### config.mk
export PLATFORM = sky130hd
export DESIGN_NAME = seg_ring_monitor
export DESIGN_NICKNAME = d
export VERILOG_FILES = /design/src/rtl/seg_ring_monitor_pkg.sv /design/src/rtl/seg_ring_decode.sv /design/src/rtl/seg_ring_monitor.sv
export SDC_FILE = /design/constraint.sdc
export NUM_CORES = 1
export LEC_CHECK = 0
export BUFFER_PORTS_ARGS = -buffer_cell sky130_fd_sc_hd__buf_4
export CORE_ASPECT_RATIO = 1.75
export CORE_UTILIZATION = 48
export DETAILED_ROUTE_END_ITERATION = 7
export PLACE_DENSITY = 0.72
export SLEW_MARGIN = 15
export SYNTH_ARGS = -nofsm -noshare
export SYNTH_HDL_FRONTEND = slang
export SYNTH_HIERARCHICAL = 1
export SYNTH_SLANG_ARGS = --single-unit
### constraint.sdc
create_clock -name clk -period 1.8 [get_ports clk]
set_input_delay 0.36 -clock clk [delete_from_list [all_inputs] [get_ports clk]]
set_output_delay 0.36 -clock clk [all_outputs]
set_load 0.01 [all_outputs]
### src/rtl/seg_ring_monitor_pkg.sv
// Shared types and helpers for the segment ring monitor and its transmitter model.
// Latency: n/a (declarations only).
// Backpressure: n/a.
package seg_ring_monitor_pkg;

    typedef enum logic [1:0] {
        ST_IDLE   = 2'd0,
        ST_TRACK  = 2'd1,
        ST_LOCKED = 2'd2
    } state_t;

    // Segment bit positions on the 7-segment bus (bit 0 = segment a).
    localparam int SEG_A = 0;
    localparam int SEG_B = 1;
    localparam int SEG_C = 2;
    localparam int SEG_D = 3;
    localparam int SEG_E = 4;
    localparam int SEG_F = 5;
    localparam int SEG_G = 6;

    // One rotation step of the ring: {r2,r1,r0} -> {r1,r0,r2}.
    function automatic logic [2:0] rotl3(input logic [2:0] v);
        return {v[1:0], v[2]};
    endfunction

endpackage

### src/rtl/seg_ring_decode.sv
// Decodes the segment bus back to the 3-bit ring value and checks it is well formed.
// Latency: combinational.
// Backpressure: none.
module seg_ring_decode
    import seg_ring_monitor_pkg::*;
(
    input  logic [6:0] seg_in,
    output logic [2:0] ring_dec,
    output logic       well_formed
);

    logic fill;

    // Ring bits live on a, b, g; c mirrors b and d/e/f light whenever a or g is lit.
    always_comb begin
        ring_dec    = {seg_in[SEG_G], seg_in[SEG_B], seg_in[SEG_A]};
        fill        = seg_in[SEG_A] | seg_in[SEG_G];
        well_formed = (seg_in[SEG_C] == seg_in[SEG_B]) &&
                      (seg_in[SEG_D] == fill) &&
                      (seg_in[SEG_E] == fill) &&
                      (seg_in[SEG_F] == fill);
    end

endmodule

### src/rtl/seg_ring_monitor.sv
// Follows the rotating ring pattern on the segment bus, counts good rotations and errors.
// Latency: 1 cycle from a seg_valid sample to every output.
// Backpressure: none; accepts one sample per cycle, idle when seg_valid is low.
module seg_ring_monitor
    import seg_ring_monitor_pkg::*;
#(
    parameter int CNT_W  = 8,
    parameter int LOCK_N = 3
) (
    input  logic             clk,
    input  logic             rst,
    input  logic [6:0]       seg_in,
    input  logic             seg_valid,
    input  logic             run,
    output logic [2:0]       ring_q,
    output logic             frame_ok,
    output logic             locked,
    output logic             err_flag,
    output logic [CNT_W-1:0] rot_cnt,
    output logic [CNT_W-1:0] err_cnt
);

    state_t           state_q, state_d;
    logic [2:0]       ring_d;
    logic             frame_ok_q, frame_ok_d;
    logic             err_flag_q, err_flag_d;
    logic [CNT_W-1:0] rot_cnt_q, rot_cnt_d;
    logic [CNT_W-1:0] err_cnt_q, err_cnt_d;
    logic [3:0]       good_q, good_d;
    logic [2:0]       ring_r;

    logic [2:0] dec;
    logic       wf;
    logic       err_hit;
    logic       uniform;
    logic [3:0] good_inc;

    seg_ring_decode u_decode (
        .seg_in      (seg_in),
        .ring_dec    (dec),
        .well_formed (wf)
    );

    // Next-state logic: one decision per accepted sample; malformed and mismatch fold into a single error.
    always_comb begin
        state_d    = state_q;
        ring_d     = ring_r;
        frame_ok_d = frame_ok_q;
        err_flag_d = err_flag_q;
        rot_cnt_d  = rot_cnt_q;
        err_cnt_d  = err_cnt_q;
        good_d     = good_q;
        err_hit    = 1'b0;
        uniform    = (dec == 3'b000) || (dec == 3'b111);
        good_inc   = (good_q == 4'hF) ? good_q : good_q + 4'd1;

        if (seg_valid) begin
            frame_ok_d = wf;
            if (!wf) begin
                // Bad frame: value is untrustworthy, so keep the last accepted ring.
                err_hit = 1'b1;
                if (state_q != ST_IDLE) begin
                    good_d  = 4'd0;
                    state_d = ST_TRACK;
                end
            end else if (state_q == ST_IDLE) begin
                ring_d  = dec;
                state_d = ST_TRACK;
            end else if (!run) begin
                ring_d  = dec;
                good_d  = 4'd0;
                state_d = ST_TRACK;
            end else if (dec == rotl3(ring_r)) begin
                ring_d    = dec;
                rot_cnt_d = rot_cnt_q + CNT_W'(1);
                good_d    = good_inc;
                // A uniform ring proves nothing about rotation, so it never earns lock.
                if (state_q == ST_TRACK && !uniform && good_inc >= 4'(LOCK_N)) begin
                    state_d = ST_LOCKED;
                end
            end else begin
                // Sequence break: resync on the new value.
                err_hit = 1'b1;
                ring_d  = dec;
                good_d  = 4'd0;
                state_d = ST_TRACK;
            end
        end

        if (err_hit) begin
            err_flag_d = 1'b1;
            if (err_cnt_q != {CNT_W{1'b1}}) begin
                err_cnt_d = err_cnt_q + CNT_W'(1);
            end
        end
    end

    // State and counter registers with synchronous reset.
    always_ff @(posedge clk) begin
        if (rst) begin
            state_q    <= ST_IDLE;
            ring_r     <= 3'b000;
            frame_ok_q <= 1'b0;
            err_flag_q <= 1'b0;
            rot_cnt_q  <= '0;
            err_cnt_q  <= '0;
            good_q     <= 4'd0;
        end else begin
            state_q    <= state_d;
            ring_r     <= ring_d;
            frame_ok_q <= frame_ok_d;
            err_flag_q <= err_flag_d;
            rot_cnt_q  <= rot_cnt_d;
            err_cnt_q  <= err_cnt_d;
            good_q     <= good_d;
        end
    end

    // Outputs come straight from registers.
    always_comb begin
        ring_q   = ring_r;
        frame_ok = frame_ok_q;
        err_flag = err_flag_q;
        rot_cnt  = rot_cnt_q;
        err_cnt  = err_cnt_q;
        locked   = (state_q == ST_LOCKED);
    end

endmodule

==> results.toml <==
[timing]
drv_slew = 0
setup_ws_ns = -0.05395
hold_viol = 0
relSlewSlack = 0.6073
worst_pin_slew_ns = 0.5841
fin_crit_sh = 1.030
setup_viol = 1
fmax_mhz = 539.4
fin_setup_tns_ns = -0.05395
rsz0062_at_grt = "true"
final.min_clock_period_ns = 1.854
skew_ns = 0.001331

[finish]
drive_gt1_frac = 0.3853
diodes = 0
multi_input_area_um2 = 925.9
fill_cells = 255
nNetsFinal = 233
final-seq-area_um2 = 545.5
area_growth_pct = 37.40

[worst_hold_path]
holdCritPathClass = "in2reg"
min_path_cells = 2
whs_endpoint = "good_q[1]"
min_from = "rst"

[synth]
synth_edf_count = 0
syn_nets = 183
synthAdderAreaFrac = 0.02580
synth_xor_area_frac = 0.06621
synth_area_um2 = 1455
synth_ff_type = "dfxtp_1"
yosys.area_share.simple = 0.2846
syn_avg_cell_area_um2 = 8.610
synthMuxAreaShare = 0.02236
synthCells = 169
synthArstFlopShare = 0
yosysSeqAreaShare = 0.3715
yosysUniqueCellTypes = 43
synth_compound_area_frac = 0.1771
yosys_warnings = 6
ys_ff_latch = 27
synth_top_family_by_area = "simple AND/OR/NAND/NOR gates"

[worst_setup_path]
crit_arrival_ns = 2.04
rrSetupSlack_ns = -0.05
end_kind = "register"
rr_worst_depth = 7
r2r-start = "ring_q[2]"
rr_endpoint = "good_q[3]"
crit_required_ns = 1.98
worstPathMaxFanout = 7
critical_path_class = "reg2reg"
critPathLaunchType = "register"

[floorplan]
io_pins = 33
design.die.area_um2 = 3264
core_um2 = 2895
die_x_um = 43.62
rows = 26
initial_utilization = 0.5026
die_h_um = 74.84

[global_route]
grt_pass1_vias = 1324
grt_max_degree = 32
grt.total_usage = 0.2390
grt_overflow = 0
antenna_found_initial = 0
grt_pass1_wl_um = 5892

[pwr]
leakage_nw = 0.8918
power-per-cell-area_nw_per_um2 = 549.8
peakVddDrop_uv = 505.7

[routing]
drt-pass1-iter-count = 6
drtIter0Drc = 37
post_drt_wl_per_cell_um = 14.56
postRouteAntennaNets = 0
route.vias.total = 1392
viasPerCell = 5.659
routed_wl_um = 3581
drc = 2

[cts]
htree_levels = 1
cts_sinks = 27
hold_buffers = 0
clk_latency_ns = 0.27
cts_tree = "built"
path_clk_slew_ns = 0.09
ctsLongestPathBuffers = 2
cts-root-buf = "clkbuf_8"
numCtsBuffers = 3

[run]
maxCapViolCount = 0

[placement]
gp_congestion = 0.7758
pre_cts_slack_ns = -0.1624
io_buffers = 32
place_hpwl_um = 2653

[outcome]
violations = "DRC, setup timing"
status = "complete, but fails checks"
-- state kept, by name, summed over array words and instances, names as in the netlist --
signal    flops
rot_cnt       8
state_q       2
err_flag      1
ring_q        3
good_q        4
frame_ok      1
err_cnt       8
-- logic make-up after synthesis --
group                    after synthesis
AO/OA/AOI/OAI                         38
AND/OR/NAND/NOR                       74
flip-flops                            27
adder cells (fa/ha/maj)                3
buffers and inverters                 13
XOR/XNOR                              11
multiplexers                           3
-- routing by layer --
layer	up-vias	global-route usage	share of wire
met4	0	0.1076	0.022
met2	24	0.4444	0.57
met5	-	0	0
li1	698	-	-
met1	664	0.2612	0.38
met3	6	0.03118	0.026
-- stage by stage --
step                std cells  total power, mW  utilization  cell area, µm²  hold slack, ns
finish                    246            1.099       0.6906            1999          0.4578
CTS                       243            1.109       0.6746            1953          0.4482
floorplan                 169           0.7011            -            1515          0.4815
global route              246            1.152       0.6906            1999          0.4622
detailed placement        235           0.7631       0.6370            1844          0.4769
global placement          235           0.7577       0.6370            1844          0.4586
-- power breakdown --
part / switching, mW / leakage, nW / internal, mW
clock network: 0.184 / 0.0228 / 0.159
logic: 0.0725 / 0.650 / 0.0719
registers: 0.00626 / 0.220 / 0.605
total: 0.263 / 0.892 / 0.836
-- synthesized netlist by cell type, types with 2 or more instances --
library cell / instances / area share
nand3b_1: 4 / 0.021
nand2b_1: 2 / 0.0086
o21ai_0: 2 / 0.0069
nor4_2: 4 / 0.034
nand3_1: 3 / 0.010
a21oi_1: 17 / 0.058
xnor2_1: 7 / 0.042
a31o_2: 3 / 0.018
nor2_1: 22 / 0.057
a41oi_1: 2 / 0.012
o31ai_1: 2 / 0.010
dfxtp_1: 27 / 0.37
and3_1: 4 / 0.017
ha_1: 3 / 0.026
inv_1: 4 / 0.010
xor2_1: 4 / 0.024
buf_6: 2 / 0.015
nor2b_1: 3 / 0.013
nand4_1: 4 / 0.017
nand2_1: 16 / 0.041
nor3_1: 4 / 0.014
a21bo_2: 2 / 0.014
clkbuf_1: 3 / 0.0077
a211oi_1: 2 / 0.010
mux2_2: 2 / 0.015
and2_1: 2 / 0.0086
buf_4: 3 / 0.015
-- cells in the final DEF (no fill, tap or decap), types with 3 or more instances in the layout --
cell / n
nor2_1: 22
clkbuf_8: 3
dfxtp_1: 25
inv_1: 4
nand4_1: 4
and3_1: 3
a21oi_1: 14
nor2b_1: 3
nor3_1: 3
buf_4: 50
nand3_1: 3
nand3b_1: 4
nor4_4: 4
ha_1: 3
nand2_1: 16
a31o_2: 3
xnor2_1: 7
-- timing repair --
action / 4_1_cts / 5_1_grt
pin swaps: 4 / 6
endpoints found under the setup margin: 5 / 16
buffers inserted: 4 / 3
resized for setup: 10 / 6
-- critical path, cell delays in order (launching register included) --
cell     delay [ns]
dfxtp_4        0.37
xor2_2         0.15
or4_4          0.52
buf_8          0.17
nor2_8         0.13
buf_6          0.13
a21oi_2        0.06
nor3_2         0.23
-- area by class of cell --
cell class / count / area share
inverters: 4 / 0.007509
multi-input cells: 129 / 0.4631
well taps: 28 / 0.01752
clock buffers: 4 / 0.02253
repair buffers: 54 / 0.2165
flip-flops and latches: 27 / 0.2728
-- how the worst max path moves through the flow --
| stage | start | end |
|---|---|---|
| after floorplan | seg_in[0] | rot_cnt[6] |
| after global routing | ring_q[2] | good_q[3] |
| final | ring_q[2] | good_q[3] |
| after global placement | seg_in[0] | rot_cnt[6] |
| after detailed placement | seg_in[0] | err_cnt[1] |
| after CTS | ring_q[0] | good_q[3] |
(Power assumes the default switching activity.)
